`config.mk`:
```
export PLATFORM = sky130hd
export DESIGN_NAME = branch_redirect_ctrl_flat
export DESIGN_NICKNAME = d
export VERILOG_FILES = /design/src/rtl/branch_pkg.sv /design/src/rtl/branch_redirect_ctrl_if.sv /design/src/rtl/branch_slot_prio.sv /design/src/rtl/branch_redirect_ctrl.sv /design/src/flat_wrapper.sv
export SDC_FILE = /design/constraint.sdc
export NUM_CORES = 1
export LEC_CHECK = 0
export ABC_AREA = 1
export CAP_MARGIN = 20
export CORE_ASPECT_RATIO = 0.7
export CORE_MARGIN = 3
export CORE_UTILIZATION = 47
export DETAILED_ROUTE_END_ITERATION = 16
export GPL_TIMING_DRIVEN = 0
export MAX_ROUTING_LAYER = met4
export PLACE_DENSITY = 0.94
export REMOVE_ABC_BUFFERS = 1
export SLEW_MARGIN = 20
export SYNTH_ARGS = -nofsm -noshare
export SYNTH_HDL_FRONTEND = slang
export SYNTH_SLANG_ARGS = --single-unit
export TNS_END_PERCENT = 100
```
`constraint.sdc`:
```
create_clock -name clk -period 2.8 [get_ports clk]
set_input_delay 0.28 -clock clk [delete_from_list [all_inputs] [get_ports clk]]
set_output_delay 0.28 -clock clk [all_outputs]
set_load 0.02 [all_outputs]
```
`src/rtl/branch_pkg.sv`:
```
// branch_pkg: shared state encoding and default parameters for the branch redirect controller
package branch_pkg;
  typedef enum logic [1:0] {IDLE, FLUSH, REDIRECT} state_t;
  localparam int DEF_NUM_SLOTS = 2;
  localparam int DEF_FLUSH_CYCLES = 2;
  localparam logic [31:0] DEF_TRAP_VEC = 32'h0000_0100;
endpackage

```
`src/rtl/branch_redirect_ctrl_if.sv`:
```
// branch_redirect_ctrl_if: branch results and fetch redirect handshake bundle
interface branch_redirect_ctrl_if
  import branch_pkg::*;
#(parameter int NUM_SLOTS = DEF_NUM_SLOTS);
  logic [NUM_SLOTS-1:0] br_valid;
  logic [NUM_SLOTS-1:0] br_taken;
  logic [NUM_SLOTS-1:0][31:0] br_target;
  logic fetch_ready;
  logic issue_stall;
  logic flush;
  logic redirect_valid;
  logic [31:0] redirect_pc;
  logic misalign_err;
  logic [15:0] taken_count;
  modport master (
    output br_valid, br_taken, br_target, fetch_ready,
    input issue_stall, flush, redirect_valid, redirect_pc, misalign_err, taken_count
  );
  modport slave (
    input br_valid, br_taken, br_target, fetch_ready,
    output issue_stall, flush, redirect_valid, redirect_pc, misalign_err, taken_count
  );
endinterface

```
`src/rtl/branch_slot_prio.sv`:
```
// branch_slot_prio: picks the oldest (lowest-index) qualifying slot as a one-hot winner
module branch_slot_prio #(
  parameter int NUM_SLOTS = 2
) (
  input  logic [NUM_SLOTS-1:0] qual,
  output logic [NUM_SLOTS-1:0] winner,
  output logic                 any
);
  assign winner = qual & (~qual + NUM_SLOTS'(1));
  assign any = |qual;
endmodule

```
`src/rtl/branch_redirect_ctrl.sv`:
```
// branch_redirect_ctrl: turns the oldest taken branch of a bundle into a flush followed by a fetch redirect
module branch_redirect_ctrl
  import branch_pkg::*;
#(
  parameter int          NUM_SLOTS    = DEF_NUM_SLOTS,
  parameter int          FLUSH_CYCLES = DEF_FLUSH_CYCLES,
  parameter logic [31:0] TRAP_VEC     = DEF_TRAP_VEC
) (
  input logic clk,
  input logic rst,
  branch_redirect_ctrl_if.slave bus
);
  state_t state;
  logic [3:0] cnt;
  logic [15:0] count;
  logic [NUM_SLOTS-1:0] winner;
  logic any;
  logic [31:0] target;
  logic misaligned;
  logic flush_q, rv_q, stall_q, mis_q;
  logic [31:0] pc_q;
  branch_slot_prio #(.NUM_SLOTS(NUM_SLOTS)) u_prio (
    .qual(bus.br_valid & bus.br_taken),
    .winner(winner),
    .any(any)
  );
  always_comb begin
    target = '0;
    for (int i = 0; i < NUM_SLOTS; i++) target |= winner[i] ? bus.br_target[i] : 32'h0;
  end
  assign misaligned = target[1:0] != 2'b00;
  always_ff @(posedge clk) begin
    if (rst) begin
      state   <= IDLE;
      cnt     <= '0;
      count   <= '0;
      flush_q <= 1'b0;
      rv_q    <= 1'b0;
      stall_q <= 1'b0;
      mis_q   <= 1'b0;
      pc_q    <= '0;
    end else begin
      mis_q <= 1'b0;
      unique case (state)
        IDLE: if (any) begin
          state   <= FLUSH;
          flush_q <= 1'b1;
          stall_q <= 1'b1;
          cnt     <= 4'(FLUSH_CYCLES);
          pc_q    <= misaligned ? TRAP_VEC : target;
          mis_q   <= misaligned;
        end
        FLUSH: begin
          cnt <= cnt - 4'd1;
          if (cnt == 4'd1) begin
            state   <= REDIRECT;
            flush_q <= 1'b0;
            rv_q    <= 1'b1;
          end
        end
        REDIRECT: if (bus.fetch_ready) begin
          state   <= IDLE;
          rv_q    <= 1'b0;
          stall_q <= 1'b0;
          count   <= count == 16'hFFFF ? count : count + 16'd1;
        end
        default: state <= IDLE;
      endcase
    end
  end
  assign bus.issue_stall    = stall_q;
  assign bus.flush          = flush_q;
  assign bus.redirect_valid = rv_q;
  assign bus.redirect_pc    = pc_q;
  assign bus.misalign_err   = mis_q;
  assign bus.taken_count    = count;
endmodule
```
`src/flat_wrapper.sv`:
```
// flat-port wrapper written by rule: the top's interface ports become plain ports
module branch_redirect_ctrl_flat import branch_pkg::*;
#(
  parameter int          NUM_SLOTS    = DEF_NUM_SLOTS,
  parameter int          FLUSH_CYCLES = DEF_FLUSH_CYCLES,
  parameter logic [31:0] TRAP_VEC     = DEF_TRAP_VEC
)
  (clk, rst, bus_br_valid, bus_br_taken, bus_br_target, bus_fetch_ready, bus_issue_stall, bus_flush, bus_redirect_valid, bus_redirect_pc, bus_misalign_err, bus_taken_count);
  branch_redirect_ctrl_if #(.NUM_SLOTS(NUM_SLOTS)) bus_i ();
  input logic clk;
  input logic rst;
  input wire logic [$bits(bus_i.br_valid)-1:0] bus_br_valid;
  input wire logic [$bits(bus_i.br_taken)-1:0] bus_br_taken;
  input wire logic [$bits(bus_i.br_target)-1:0] bus_br_target;
  input wire logic [$bits(bus_i.fetch_ready)-1:0] bus_fetch_ready;
  output wire logic [$bits(bus_i.issue_stall)-1:0] bus_issue_stall;
  output wire logic [$bits(bus_i.flush)-1:0] bus_flush;
  output wire logic [$bits(bus_i.redirect_valid)-1:0] bus_redirect_valid;
  output wire logic [$bits(bus_i.redirect_pc)-1:0] bus_redirect_pc;
  output wire logic [$bits(bus_i.misalign_err)-1:0] bus_misalign_err;
  output wire logic [$bits(bus_i.taken_count)-1:0] bus_taken_count;
  assign bus_i.br_valid = bus_br_valid;
  assign bus_i.br_taken = bus_br_taken;
  assign bus_i.br_target = bus_br_target;
  assign bus_i.fetch_ready = bus_fetch_ready;
  assign bus_issue_stall = bus_i.issue_stall;
  assign bus_flush = bus_i.flush;
  assign bus_redirect_valid = bus_i.redirect_valid;
  assign bus_redirect_pc = bus_i.redirect_pc;
  assign bus_misalign_err = bus_i.misalign_err;
  assign bus_taken_count = bus_i.taken_count;
  branch_redirect_ctrl #(.NUM_SLOTS(NUM_SLOTS), .FLUSH_CYCLES(FLUSH_CYCLES), .TRAP_VEC(TRAP_VEC)) u_core (.clk(clk), .rst(rst), .bus(bus_i));
endmodule
```
==> load_flow_metrics.sql <==
INSERT INTO impl_metrics (metric_group, metric, value, unit) VALUES
('worst_setup_path', 'cp_top_family', 'buffers and inverters', ''),
('timing', 'timing_worst_slew_pin_value', '0.952', 'ns'),
('finish', 'fraction_of_layout_instances_using_a_drive_strength_above_1', '0.0712', ''),
('timing', 'report.final.setup_viol', '0', ''),
('timing', 'clock_tree_skew_after_final_layout', '0.0115', 'ns'),
('pwr', 'power.combinational.fraction', '0.193', ''),
('placed_design', 'placement.io_buffers', '122', ''),
('synthesis', 'async_reset_ff_frac', '0', ''),
('clocking', 'cts_tree', 'built', ''),
('floorplanning', 'io-pin-count', '123', ''),
('worst_setup_path', 'worst_ep_arrival_time', '2.72', 'ns'),
('finish', 'layout_common_cells', '181 x nand2_1, 121 x clkdlybuf4s50_1, 58 x dfxtp_1', ''),
('clocking', 'buffer_count_from_post_cts_setup_fixing', '0', ''),
('detailed_routing', 'final_antenna_net_count', '0', ''),
('worst_setup_path', 'cell_by_cell_listing_of_the_critical_path', 'clkdlybuf4s50_1 > nand2_1 > a21oi_4 > inv_1 > nand2_1 > a21oi_1', ''),
('finish', 'final_net_count', '631', ''),
('worst_setup_path', 'setup_slack_of_the_most_critical_reg_to_reg_path', '0.44', 'ns'),
('global_routing', 'grt_remaining_overflow', '0', ''),
('synthesis', 'yosys_most_used_dff', 'dfxtp_1', ''),
('synthesis', 'synth_edf_count', '0', ''),
('clocking', 'cts_resized', '0', ''),
('worst_setup_path', 'r2r-end', 'u_core.bus.redirect_pc[23]', ''),
('status', 'status', 'finished clean', ''),
('timing', 'postLayoutSetupSlackWorst', '0.288', 'ns'),
('pwr', 'power_leakage', '0.00169', 'uW'),
('pwr', 'power.switching_fraction', '0.278', ''),
('detailed_routing', 'mean_number_of_vias_per_cell', '5.28', ''),
('flow_run', 'timing.max_cap.violations', '0', ''),
('pwr', 'share_seq_of_total_power', '0.411', ''),
('floorplanning', 'die_height', '72.7', 'um'),
('global_routing', 'first_pass_grt_wire_length', '15.1', 'mm'),
('pwr', 'net_switching_power', '600', 'uW'),
('detailed_routing', 'wl_per_cell', '15.0', 'um'),
('synthesis', 'synth_seq_cells', '58', ''),
('finish', 'layout.filler_cells', '463', ''),
('timing', 'hold-worst-slack', '0.340', 'ns'),
('floorplanning', 'core_area', '0.00593', 'sq mm'),
('floorplanning', 'starting_utilization_of_the_core_area', '0.504', ''),
('detailed_routing', 'vias', '3361', ''),
('synthesis', 'synthesis.instances', '447', ''),
('timing', 'max_freq', '0.398', 'GHz'),
('worst_setup_path', 'timing.critical_path.to_type', 'flip-flop', ''),
('synthesis', 'seq_total_area_yosys', '0.389', ''),
('worst_setup_path', 'worst_path_max_delay_cell', 'a21oi_4', ''),
('clocking', 'cts_hold_buf', '0', ''),
('placed_design', 'pre_cts_ws', '-0.00210', 'ns'),
('worst_hold_path', 'hold_path_class', 'in2reg', ''),
('timing', 'unrepaired_setup_endpoints_after_global_routing', 'false', ''),
('detailed_routing', 'route.detailed.drc', '0', ''),
('worst_hold_path', 'holdCritStartpoint', 'rst', ''),
('worst_setup_path', 'critical_path_peak_fanout', '36', ''),
('timing', 'timing.final.crit_period', '2.51', 'ns'),
('worst_setup_path', 'crit_path_frequent_cell', 'nand2_1', ''),
('worst_setup_path', 'reg2reg_depth', '6', ''),
('pwr', 'power.internal', '1560', 'uW'),
('global_routing', 'grt_pass1_vias', '3162', ''),
('clocking', 'clkSlewWorstSetupHoldPaths', '0.07', 'ns'),
('detailed_routing', 'wirelength', '9.56', 'mm'),
('timing', 'fin_crit_sh', '0.897', ''),
('synthesis', 'synth_area_per_cell', '6.68', 'sq um'),
('finish', 'area_delta_synth_final', '50.2', '%'),
('worst_setup_path', 'startpoint_class', 'input pin', ''),
('global_routing', 'track_usage', '0.265', ''),
('clocking', 'cts.root.buffer_cell', 'clkbuf_8', ''),
('global_routing', 'antenna_found_initial', '0', ''),
('pwr', 'worst_vdd_rail_ir_drop', '0.270', 'mV'),
('worst_hold_path', 'hold_depth', '2', ''),
('pwr', 'fin_total_pwr', '2160', 'uW'),
('synthesis', 'synth_cell_types', '25', ''),
('synthesis', 'mappedNetlistArea', '0.00299', 'sq mm'),
('floorplanning', 'core.rowCount', '23', '');
==> registers in the layout (all words and copies together), names as in the netlist <==
register	count
u_core.bus.redirect_valid	1
u_core.bus.redirect_pc	32
u_core.bus.taken_count	16
u_core.bus.flush	1
u_core.state	2
u_core.bus.issue_stall	1
u_core.bus.misalign_err	1
u_core.cnt	4
==> power groups by stage <==
| stage | Combinational, uW | Clock (uW) | Sequential (uW) |
|---|---|---|---|
| after floorplan | 155 | 0 | 930 |
| after global routing | 454 | 899 | 889 |
| after global placement | 383 | 0 | 900 |
| after detailed placement | 411 | 0 | 903 |
| after CTS | 415 | 854 | 885 |
| final | 417 | 854 | 885 |
==> how the worst max path moves through the flow <==
stage | start | to | slack (ns)
global route | bus_br_valid[1] | u_core.bus.redirect_pc[25] | 0.12
finish | bus_br_valid[1] | u_core.bus.redirect_pc[23] | 0.29
detailed placement | bus_br_valid[1] | u_core.bus.redirect_pc[23] | -0.002
floorplan | bus_br_valid[0] | u_core.bus.redirect_pc[10] | 0.42
global placement | bus_br_valid[0] | u_core.bus.redirect_pc[22] | -1.14
CTS | bus_br_valid[1] | u_core.bus.redirect_pc[30] | 0.34
==> area by class of cell <==
type / count / area [sq um] / share of cell area
sequential: 58 / 1160 / 0.259
timing repair buffer: 125 / 1290 / 0.288
clock inverter: 6 / 91.3 / 0.0204
tap: 75 / 93.8 / 0.0209
inverter: 22 / 82.6 / 0.0184
clock buffer: 10 / 128 / 0.0285
multi-input combinational: 341 / 1640 / 0.365
==> Yosys cell counts, drive strengths merged, types with 3 or more instances <==
cell type | instances | area share
nand4 | 32 | 0.067
xor2 | 3 | 0.0088
ha | 3 | 0.013
nor2 | 40 | 0.059
buf | 16 | 0.032
xnor2 | 4 | 0.012
a21oi | 49 | 0.096
o21ai | 10 | 0.017
nand2 | 182 | 0.23
inv | 22 | 0.028
clkbuf | 10 | 0.013
dfxtp | 58 | 0.39
nand3 | 15 | 0.025
==> metal layers <==
| metal | global-route usage | up-vias | wire, um |
|---|---|---|---|
| met1 | 0.318 | 1545 | 3980 |
| met2 | 0.454 | 129 | 4730 |
| met5 | - | - | 0 |
| li1 | - | 1675 | - |
| met4 | 0.0811 | 0 | 120 |
| met3 | 0.0497 | 12 | 734 |
==> through the flow <==
stage	std cells	cell area [sq um]
after global routing	637	4490
after detailed placement	621	4270
after global placement	618	4170
after floorplan	421	2850
after CTS	637	4490
final	637	4490
==> logic make-up (layout without fill, tap and decap cells) <==
| family | count (synthesis) | after routing | synth area share |
|---|---|---|---|
| xor+xnor | 7 | 7 | 0.0205 |
| flops | 58 | 58 | 0.389 |
| simple gates | 269 | 269 | 0.382 |
| buf+inv | 48 | 163 | 0.0721 |
| compound gates | 62 | 62 | 0.124 |
| fa+ha+maj | 3 | 3 | 0.0126 |
Power figures use the tool's default switching activity.
